<file path="config.mk">
export PLATFORM = sky130hd
export DESIGN_NAME = snn_image_sequencer
export DESIGN_NICKNAME = d
export VERILOG_FILES = /design/src/rtl/snn_image_sequencer.sv
export SDC_FILE = /design/constraint.sdc
export NUM_CORES = 1
export LEC_CHECK = 0
export ABC_AREA = 1
export BUFFER_PORTS_ARGS = -buffer_cell sky130_fd_sc_hd__buf_2
export CORE_MARGIN = 1.5
export CORE_UTILIZATION = 61
export CTS_BUF_LIST = sky130_fd_sc_hd__clkbuf_16
export CTS_CLUSTER_SIZE = 28
export DETAILED_ROUTE_END_ITERATION = 8
export PLACE_DENSITY = 0.86
export SKIP_LAST_GASP = 1
export SYNTH_ARGS = -nofsm -noshare
export SYNTH_HDL_FRONTEND = slang
export SYNTH_SLANG_ARGS = --single-unit
</file>
<file path="constraint.sdc">
create_clock -name clk -period 4.25 [get_ports clk]
set_clock_uncertainty 0.15 [all_clocks]
set_input_delay 0.425 -clock clk [delete_from_list [all_inputs] [get_ports clk]]
set_output_delay 0.425 -clock clk [all_outputs]
set_load 0.005 [all_outputs]
</file>
<file path="src/rtl/snn_image_sequencer.sv">
// snn_image_sequencer: fetches packed images from an external store and replays them
// REPEAT times per class into the classifier, counting completed images in epoch.
module snn_image_sequencer #(
   parameter  int M            = 784,
   parameter  int PIX_W        = 8,
   parameter  int PIX_PER_WORD = 4,
   parameter  int N_CLASS      = 4,
   parameter  int REPEAT       = 2500,
   parameter  int GAP          = 4,
   parameter  int TIMEOUT      = 65535,
   parameter  int ADDR_W       = 16,
   localparam int WORD_W       = PIX_W * PIX_PER_WORD
) (
   input  logic              clk,
   input  logic              rst_n,
   input  logic              go,
   input  logic              abort,
   input  logic [1:0]        mode,
   input  logic              core_ready,
   input  logic              valid_all,
   output logic              img_rd_en,
   output logic [ADDR_W-1:0] img_addr,
   input  logic [WORD_W-1:0] img_rdata,
   output logic              start_main,
   output logic [WORD_W-1:0] image_in,
   output logic              valid_image,
   output logic [1:0]        train_test_classify,
   output logic [7:0]        test_label,
   output logic [31:0]       epoch,
   output logic              busy,
   output logic              done,
   output logic              err
);
   localparam int WORDS = M / PIX_PER_WORD;
   localparam int IW    = $clog2(WORDS + 1);
   localparam int TW    = $clog2(TIMEOUT + 1);
   localparam int GW    = $clog2(GAP + 1);
   localparam int RW    = $clog2(REPEAT + 1);
   localparam int CW    = $clog2(N_CLASS + 1);
   localparam logic [TW-1:0] T_LAST   = TW'(TIMEOUT - 1);
   localparam logic [GW-1:0] G_LAST   = GW'(GAP - 1);
   localparam logic [RW-1:0] REP_LAST = RW'(REPEAT - 1);
   localparam logic [CW-1:0] CLS_LAST = CW'(N_CLASS - 1);

   typedef enum logic [2:0] {S_IDLE, S_START, S_STREAM, S_WAIT, S_GAP, S_DONE} state_t;
   state_t state, nxt;

   logic [IW-1:0] widx;
   logic [TW-1:0] tcnt;
   logic [GW-1:0] gcnt;
   logic [RW-1:0] rep;
   logic [CW-1:0] cls;
   logic          last_img, gap_end;

   assign last_img   = rep == REP_LAST && cls == CLS_LAST;
   assign gap_end    = gcnt == G_LAST;
   assign test_label = 8'(cls);

   always_ff @(posedge clk or negedge rst_n)
      if (!rst_n) state <= S_IDLE;
      else        state <= nxt;

   always_comb begin
      nxt = state;
      case (state)
         S_IDLE:   nxt = go ? S_START : S_IDLE;
         S_START:  nxt = core_ready ? S_STREAM : S_START;
         S_STREAM: nxt = img_rd_en ? S_STREAM : S_WAIT;
         S_WAIT:   nxt = valid_all ? S_GAP : (tcnt == T_LAST ? S_DONE : S_WAIT);
         S_GAP:    nxt = !gap_end ? S_GAP : (last_img ? S_DONE : S_START);
         S_DONE:   nxt = S_IDLE;
         default:  nxt = S_IDLE;
      endcase
      if (abort) nxt = S_IDLE;
   end

   // The stream stops once the read strobe has dropped; valid_image trails img_rd_en by one cycle.
   always_ff @(posedge clk or negedge rst_n)
      if (!rst_n) begin
         img_rd_en           <= 1'b0;
         img_addr            <= '0;
         start_main          <= 1'b0;
         image_in            <= '0;
         valid_image         <= 1'b0;
         train_test_classify <= 2'b00;
         epoch               <= '0;
         busy                <= 1'b0;
         done                <= 1'b0;
         err                 <= 1'b0;
         widx                <= '0;
         tcnt                <= '0;
         gcnt                <= '0;
         rep                 <= '0;
         cls                 <= '0;
      end else begin
         start_main  <= 1'b0;
         img_rd_en   <= 1'b0;
         valid_image <= img_rd_en && !abort;
         image_in    <= img_rd_en ? img_rdata : image_in;
         done        <= nxt == S_DONE;
         busy        <= nxt != S_IDLE && nxt != S_DONE;
         if (!abort)
            case (state)
               S_IDLE:
                  if (go) begin
                     train_test_classify <= mode;
                     epoch               <= '0;
                     err                 <= 1'b0;
                     rep                 <= '0;
                     cls                 <= '0;
                  end
               S_START:
                  if (core_ready) begin
                     start_main <= 1'b1;
                     img_rd_en  <= 1'b1;
                     img_addr   <= ADDR_W'(int'(cls) * WORDS);
                     widx       <= IW'(1);
                  end
               S_STREAM: begin
                  tcnt <= '0;
                  if (widx != IW'(WORDS)) begin
                     img_rd_en <= 1'b1;
                     img_addr  <= img_addr + ADDR_W'(1);
                     widx      <= widx + IW'(1);
                  end
               end
               S_WAIT: begin
                  tcnt  <= tcnt + TW'(1);
                  gcnt  <= '0;
                  epoch <= valid_all ? epoch + 32'd1 : epoch;
                  err   <= err | (!valid_all && tcnt == T_LAST);
               end
               S_GAP: begin
                  gcnt <= gcnt + GW'(1);
                  if (gap_end) begin
                     rep <= rep == REP_LAST ? '0 : rep + RW'(1);
                     if (rep == REP_LAST) cls <= cls == CLS_LAST ? '0 : cls + CW'(1);
                  end
               end
               default: ;
            endcase
      end
endmodule

</file>
### After elaboration in Yosys (flattened, before gate mapping)

Cells that the tools add are included.

| word-level totals | value |
|---|---|
| memories kept | 0 |
| bits in registers | 133 |
| input port bits | 40 |
| ROM bits | 0 |
| word-level logic and storage cells | 101 |
| output and inout bits | 96 |
| bits in latches | 0 |
| bits in writable memories | 0 |

| operators by class | value |
|---|---|
| bitwise gates (word level) | 2 |
| eq/ne operators | 17 |
| reductions and logical operators | 21 |
| multiplexer cells | 37 |
| order comparisons | 0 |
| divide/modulo/power cells | 0 |
| multiply operators | 1 |
| shift operators | 0 |
| add/subtract/negate cells | 7 |

Operator list:

| operator | count |
|---|---|
| 32-bit 2-to-1 mux | 2 |
| 16-bit case mux with 2 select lines | 2 |
| 32-bit case mux with 2 select lines | 1 |
| 12-bit 2-to-1 mux | 3 |
| 16-bit by 1-bit adder with 16-bit output (second input constant) | 2 |
| 32-bit by 1-bit adder with 32-bit output (second input constant) | 1 |
| 16-bit 2-to-1 mux | 2 |
| 3-bit 2-to-1 mux | 9 |
| 12-bit case mux with 2 select lines | 1 |
| 16-bit equality test (second input constant) | 1 |
| 8-bit 2-to-1 mux | 2 |
| 8-bit case mux with 2 select lines | 1 |
| 3-bit case mux with 5 select lines | 1 |
| 12-bit by 1-bit adder with 12-bit output (second input constant) | 1 |
| 12-bit equality test (second input constant) | 1 |
| 3-bit by 2-bit equality test with 1-bit output (second input constant) | 4 |
| 2-bit inequality test (second input constant) | 6 |
| 3-bit case mux with 2 select lines | 2 |
| 4-bit AND reduction | 3 |
| 2-bit nonzero test | 5 |
| 3-bit by 6-bit multiplier with 9-bit output (second input constant) | 1 |
| 8-bit by 1-bit adder with 8-bit output (second input constant) | 1 |
| 1-bit 2-to-1 mux | 8 |
| 8-bit inequality test (second input constant) | 1 |
| 15 further kinds | 24 |

### Longest topological paths before layout

Gate-level depths: netlist of the first run.

| logic depth | value |
|---|---|
| word-level depth | 8 |
| gate-level depth with buffers | 11 |
| gate-level depth less buffers | 11 |

### Worst setup path before layout of the first run

No wires, ideal clock.

| timing | value |
|---|---|
| kind | register -> register |
| start point | register img_addr[0] |
| end point | register img_addr[14] |
| data required time | 3.983 ns |
| stages on the path, launching flop included | 11 |
| clock period less this slack | 1.711 ns |
| slack | 2.539 ns |
| buffers on the path | 0 |
| arrival | 1.443 ns |
| path through | dfrtp_1 -> ha_1 -> nand2_1 -> nor2_1 -> nand2_1 -> nor2_1 -> nand3_1 -> nand2_1 -> nand2_1 -> nand3_1 -> nand2_1 |

| between the ends | value |
|---|---|
| cells in the longest elaborated chain, start to end | 3 |

RTL lines:

| item | RTL line | RTL |
|---|---|---|
| start, declared | 22 | `output logic [ADDR_W-1:0] img_addr,` |
| start signal, assigned | 116 | `img_addr <= ADDR_W'(int'(cls) * WORDS);` |
| start signal, assigned | 123 | `img_addr <= img_addr + ADDR_W'(1);` |
| 16-bit by 1-bit adder with 16-bit output | 123 |  |
| 16-bit 2-to-1 mux | 121 | `if (widx != IW'(WORDS)) begin` |
| 16-bit case mux with 2 select lines | 103 | `case (state)` |

Every way passes these cells. The select of a mux whose other input is x is not followed.
A chain may end at the register's enable or synchronous reset.

### Final worst setup path of the first run

| timing | value |
|---|---|
| start point | register state[2] |
| end point | register epoch[17] |

| between the ends | value |
|---|---|
| cells in the longest elaborated chain, start to end | 3 |
| elaborated cells on any way between the ends | 7 |
| those cells by class | 3 x eq/ne; 1 x mux; 3 x reduce/logical |

RTL lines:

| item | RTL line | RTL |
|---|---|---|
| start, declared | 46 | `state_t state, nxt;` |
| start signal, assigned | 61 | `else state <= nxt;` |
| 3-bit by 2-bit equality test with 1-bit output / 3-bit logical NOT (equally long branches) | 103 |  |
| 2-bit inequality test (no source line) / 2-bit nonzero test (equally long branches) | -- |  |
| 4-bit AND reduction (no source line) | -- |  |
| end signal, assigned | 130 | `epoch <= valid_all ? epoch + 32'd1 : epoch;` |
| end, declared | 29 | `output logic [31:0] epoch,` |

Several ways; a longest one is shown, not always the timed one.

==> reports/results.tsv, run 1 <==
metric	value	unit
synthesis warning total	0	
Rel. slew slack	29.4	%
Post-Synthesis Cell Area	0.00744	mm^2
Max Used Layer	met4	
Die Span Y	113	um
Buf/Inv on CP	3	
Wirelength per Cell	13.2	um
Slew @ Worst Pin	1.06	ns
share of layout cells above drive strength 1	15.6	%
DP HPWL	12000	um
Final Max Slew Viols	0	
TritonCTS clock tree	yes	
CP Max Fanout	48	
Leak Pwr	4.50	nW
final net count	1219	
Placer Congestion	0.928	
Worst EP arrival	2.84	ns
CP Data Required Time	4.41	ns
# clock sinks	133	
internal power	2.78	mW
area grow syn2layout	17.3	%
post_cts resized	0	
M1 wire length	7660	um
I/O pin count	136	
Antenna diodes	0	
max-cap check violation count	0	
#FFs+latches synth	133	
Placement Setup Slack	1.63	ns
combinational power share	18.1	%
violated checks	hold timing	
most used cell, CP	nand2_1	
Synth Area per Inst	7.16	um^2
Clock Path Buffers	2	
routed length on met3	874	um
commonest non-fill, non-tap cell in the layout	nand2_1	
initial antenna violation count	0	
final hold slack	-0.0514	ns
main flop type after synthesis	dfrtp_1	
crit-path cells	inv_2, nand2_1, nor2_2, buf_4, nand2_1, nand2_1, nand2_2, inv_2, nand3_1, nand2_1, nor2_1	
IO buf count	130	
CP Class	reg -> reg	
Initial Util	62.2	%
first-pass GRT wire length	30100	um
Post-CTS Setup Bufs	0	
fraction of registers with async set/reset	100	%
gr usage total	29.0	%
vias per std cell	5.41	
Residual DRC	0	
Tmin final	2.69	ns
Post-Route WL	17500	um
Site Rows	40	
area of the core	0.0120	mm^2
final setup violation count	0	
crit end category	register	
vias	7153	
Post-Syn Instances	1038	
CTS root buf	clkbuf_16	
register area share after synthesis	44.8	%
Multi-input gate area	0.00352	mm^2
run status	finished with violations	
final period utilization	63.2	%
TritonCTS Buffers	17	
latest clock arrival within the worst-skew pair	0.42	ns
Unique masters post-synth	38	
final-report hold violation count	19	
fmax	372	MHz
VDD IR-drop max	372	uV
final worst setup slack	1.56	ns
Reg clk slew, reported paths	0.06	ns
commonest cells after routing, fill and taps aside	nand2_1, dfrtp_1, buf_2	
RSZ-0062 raised after global routing	false	
Final TNS setup	0	ns
Register Area	0.00333	mm^2
power density over the cells	448	mW/mm^2
hold_buf cts	0	
pin count of the biggest net entering global routing	111	
Startpoint Class	register	
die area	0.0129	mm^2
slowest stage delay, CP	0.45	ns
vias in the first global route	6631	
CP max stage cell	nand2_2	
Reg power frac	43.9	%
Worst Hold Class	in -> async	
initial DRC count	646	
Pre-antenna DRT Iters	6	
Top delay family on crit path	simple AND/OR/NAND/NOR gates	
Switching Share	29.0	%
Final ANT Viol Nets	0	
total power	3.91	mW
clock share of power	38.0	%
Max H-tree Level	4	
met2 WL post-DR	8570	um
DIE WIDTH	113	um
Sw Pwr	1.13	mW
Fill cells	989	
Post-synth EDFFs	0	
grt ovf	0	
synth_stat cells (5+ instances only):
cell / number / share of area, %
a21oi_1: 19 / 1.3
buf_2: 8 / 0.54
buf_4: 7 / 0.71
buf_6: 5 / 0.76
clkbuf_1: 8 / 0.40
dfrtp_1: 133 / 45
ha_1: 14 / 2.4
inv_1: 106 / 5.4
inv_2: 6 / 0.30
nand2_1: 363 / 18
nand3_1: 83 / 5.6
nand4_1: 39 / 3.3
nor2_1: 118 / 6.0
nor3_1: 17 / 1.1
o21ai_0: 51 / 3.4
o21ai_1: 11 / 0.74
xor2_1: 9 / 1.1
sequential cells by signal, indices dropped and copies added (netlist names), 2 cells and up:
signal	count
train_test_classify	2
tcnt	16
widx	8
epoch	32
state	3
gcnt	3
rep	12
img_addr	16
cls	3
image_in	32
final timing paths:
check                                            to  slack [ns]  cells past startpoint                startpoint
max                           epoch[17]$_DFFE_PN0P_        1.56                     11        state[2]$_DFF_PN0_
min                             tcnt[9]$_DFFE_PN0P_       -0.05                      1                     rst_n
max reg2reg                   epoch[17]$_DFFE_PN0P_        1.56                     11        state[2]$_DFF_PN0_
min reg2reg                image_in[10]$_DFFE_PN0P_        0.31                      2  image_in[10]$_DFFE_PN0P_
max in group asynchronous   image_in[8]$_DFFE_PN0P_        3.07                      2                     rst_n
min in group clk            image_in[1]$_DFFE_PN0P_        0.06                      3              img_rdata[1]
area by class of cell:
class,instances,share of cell area [%]
multi-input combinational,767,40.3
sequential,133,38.1
timing repair buffer,133,7.79
clock buffer,17,4.88
inverter,113,4.86
tap,147,2.11
clock inverter,13,1.92
kinds of logic after synthesis:
family          count (synthesis)  synth area share [%]
compound gates                 94                  6.75
xor+xnor                       13                  1.53
fa+ha+maj                      14                  2.36
buf+inv                       142                  8.16
flops                         133                  44.8
other cells                     1                0.0504
simple gates                  641                  36.4
metal layers:
metal	up-vias	GRT usage (%)
met5	-	0
met4	0	10.8
met3	31	5.95
met2	230	48.8
met1	3321	37.3
li1	3571	-
per-stage QoR:
step	area, um^2	hold WS [ns]	utilization (%)	instances
global placement	8130	0.299	68.0	1293
global route	8720	0.0550	72.9	1323
floorplan	7450	-0.0206	-	1042
detailed placement	8130	0.303	68.0	1293
CTS	8720	0.0471	72.9	1323
finish	8720	-0.0514	72.9	1323
power by group through the flow:
| stage | Combinational, mW | Sequential, mW | Clock, mW |
|---|---|---|---|
| after global routing | 0.826 | 1.75 | 1.56 |
| after floorplan | 0.392 | 1.72 | 0 |
| after global placement | 0.682 | 1.72 | 0 |
| after CTS | 0.720 | 1.71 | 1.50 |
| final | 0.708 | 1.72 | 1.48 |
| after detailed placement | 0.716 | 1.72 | 0 |
Power figures use the tool's default switching activity.
==> run 2, diff against run 1 <==
--- a/config.mk
+++ b/config.mk
@@ -5,14 +5,14 @@
 export SDC_FILE = /design/constraint.sdc
 export NUM_CORES = 1
 export LEC_CHECK = 0
-export ABC_AREA = 1
+export ABC_AREA = 0
 export BUFFER_PORTS_ARGS = -buffer_cell sky130_fd_sc_hd__buf_2
 export CORE_MARGIN = 1.5
-export CORE_UTILIZATION = 61
+export CORE_UTILIZATION = 55
 export CTS_BUF_LIST = sky130_fd_sc_hd__clkbuf_16
 export CTS_CLUSTER_SIZE = 28
 export DETAILED_ROUTE_END_ITERATION = 8
-export PLACE_DENSITY = 0.86
+export PLACE_DENSITY = 0.8
 export SKIP_LAST_GASP = 1
 export SYNTH_ARGS = -nofsm -noshare
 export SYNTH_HDL_FRONTEND = slang
==> constraint.sdc (replaced) <==
create_clock -name clk -period 2.6 [get_ports clk]
set_clock_uncertainty 0.15 [all_clocks]
set_input_delay 0.26 -clock clk [delete_from_list [all_inputs] [get_ports clk]]
set_output_delay 0.26 -clock clk [all_outputs]
set_load 0.005 [all_outputs]
==> reports/results.tsv, run 2 <==
metric	value	unit	change
area grow syn2layout	27.9	%	
Clock Path Buffers	2		unchanged
Site Rows	40		unchanged
power density over the cells	788	mW/mm^2	+76%
CP Data Required Time	2.72	ns	-1.69 ns
final-report hold violation count	0		-19
Buf/Inv on CP	1		-2
Tmin final	2.35	ns	-0.340 ns
CTS root buf	clkbuf_16		
register area share after synthesis	49.2	%	+4.4 points
final setup violation count	0		unchanged
Pre-antenna DRT Iters	7		+1
IO buf count	130		unchanged
Post-Syn Instances	658		-37%
synthesis warning total	0		unchanged
met2 WL post-DR	8420	um	-1.7%
commonest cells after routing, fill and taps aside	dfrtp_1, buf_2, nor2_1		
Wirelength per Cell	16.5	um	+25%
max-cap check violation count	0		unchanged
vias in the first global route	5610		-15%
run status	completed		
# clock sinks	133		unchanged
Reg clk slew, reported paths	0.06	ns	about the same
share of layout cells above drive strength 1	28.2	%	+13 points
CP Class	reg -> reg		
most common cell in the synthesized netlist	dfrtp_1		
crit end category	register		
synth cell count leaders	dfrtp_1, nor2_1, nand2_1, o21ai_0, mux2_2		
CP max stage cell	or4bb_1		
Placer Congestion	0.840		-9.4%
Worst EP arrival	2.46	ns	-0.38 ns
Post-synth EDFFs	0		unchanged
pin count of the biggest net entering global routing	51		-54%
Final Max Slew Viols	0		unchanged
TritonCTS Buffers	17		unchanged
routed length on met3	684	um	-22%
VDD IR-drop max	434	uV	+17%
gr usage total	26.3	%	-2.7 points
latest clock arrival within the worst-skew pair	0.41	ns	about the same
Final ANT Viol Nets	0		unchanged
Rel. slew slack	58.0	%	+29 points
Post-Synthesis Cell Area	0.00676	mm^2	-9.0%
Initial Util	56.3	%	-5.9 points
Max Used Layer	met4		
DP Area	0.00757	mm^2	-6.9%
Max H-tree Level	4		unchanged
Antenna diodes	0		unchanged
slowest stage delay, CP	0.59	ns	+0.14 ns
TritonCTS clock tree	yes		
Startpoint Class	register		
Synth area leader	dfrtp_1		
first-pass GRT wire length	26900	um	-11%
initial antenna violation count	0		unchanged
fmax	426	MHz	+15%
area of the core	0.0120	mm^2	+0.42%
fin area	0.00865	mm^2	-0.87%
initial DRC count	320		-50%
DIE WIDTH	114	um	+0.43%
Die Span Y	114	um	+0.43%
Leak Pwr	4.10	nW	-9.0%
Residual DRC	0		unchanged
Top Registers	epoch (32), image_in (32)		
final net count	883		-28%
I/O pin count	136		unchanged
Final TNS setup	0	ns	unchanged
Top delay family on crit path	compound AO/OA/AOI/OAI gates		
Yosys top cell area share	49.2	%	+4.4 points
Placement Setup Slack	0.445	ns	-1.18 ns
vias	5645		-21%
Unique masters post-synth	81		+110%
grt ovf	0		unchanged
final hold slack	0.0923	ns	+0.144 ns
Post-Route WL	16300	um	-6.4%
#FFs+latches synth	133		unchanged
Worst Hold Class	in -> reg		
CP Max Fanout	11		-77%
crit-path cells	or4bb_1, o31ai_2, buf_4, a31oi_1, o21ai_0, o41ai_1		
vias per std cell	5.71		+5.7%
commonest non-fill, non-tap cell in the layout	dfrtp_1		
die area	0.0130	mm^2	+0.86%
RSZ-0062 raised after global routing	false		
Synth Area per Inst	10.3	um^2	+43%
DP HPWL	10800	um	-11%
post_cts resized	0		unchanged
M1 wire length	6800	um	-11%
Slew @ Worst Pin	0.625	ns	-0.435 ns
Fill cells	852		-14%
total power	6.82	mW	+74%
final period utilization	90.2	%	+27 points
fraction of registers with async set/reset	100	%	unchanged
main flop type after synthesis	dfrtp_1		
Synth area leaders	dfrtp_1, mux2_2, nor2_1, xnor2_1, nand2_1		
final worst setup slack	0.254	ns	-1.31 ns
run 2: final timing paths:
check / start / endpoint / slack (ns) / cells past startpoint
max in group asynchronous: rst_n / widx[7]$_DFFE_PN0P_ / 1.25 / 3
setup / recovery: rep[9]$_DFFE_PN0P_ / rep[6]$_DFFE_PN0P_ / 0.25 / 6
hold reg to reg: train_test_classify[1]$_DFFE_PN0P_ / train_test_classify[1]$_DFFE_PN0P_ / 0.32 / 2
min in group asynchronous: rst_n / epoch[19]$_DFFE_PN0P_ / 0.22 / 2
hold / removal: valid_all / err$_DFFE_PN0P_ / 0.09 / 3
setup reg to reg: rep[9]$_DFFE_PN0P_ / rep[6]$_DFFE_PN0P_ / 0.25 / 6
run 2: where the power goes:
group          internal [mW]  leakage [nW]  switching [mW]  total [mW]
Clock                   2.08         0.353           0.896        2.98
Combinational          0.593          1.98           0.532        1.12
Sequential              2.42          1.76           0.293        2.72
Total                   5.10          4.10            1.72        6.82
run 2: area by class of cell:
class / count / area (um^2) / area share (%)
clock buffer: 17 / 425 / 4.92
clock inverter: 14 / 305 / 3.53
multi-input combinational: 470 / 3180 / 36.7
timing repair buffer: 180 / 1130 / 13.0
inverter: 27 / 101 / 1.17
sequential: 133 / 3330 / 38.5
tap: 147 / 184 / 2.13
run 2: per-stage QoR:
stage / utilization [%] / cells
2_1_floorplan: - / 662
3_3_place_gp: 63.0 / 922
3_5_place_dp: 63.0 / 922
4_1_cts: 72.0 / 988
5_1_grt: 72.0 / 988
6_report: 72.0 / 988
run 2: per-layer routing:
metal	GRT usage, %	vias up
li1	-	2656
met1	31.6	2759
met2	45.9	193
met3	4.84	37
met4	12.1	0
met5	0	-
run 2: kinds of logic after synthesis:
kind of cell    after synthesis  share of synthesized area, %
simple gates                267                          21.7
buf+inv                      59                          4.07
xor+xnor                     49                          6.34
other cells                   1                        0.0554
fa+ha+maj                    14                          2.59
compound gates              100                          10.1
flops                       133                          49.2
mux                          35                          5.97
run 2: timing repair:
| item | CTS | global route |
|---|---|---|
| hold endpoints to repair | 70 | 0 |
| buffers inserted | 0 | 0 |
| hold buffers | 35 | 0 |
run 2: tightest hold or removal path, cell delays in order:
cell and delay, ns:
buf_2 0.14, nor2_1 0.10, a22o_1 0.12
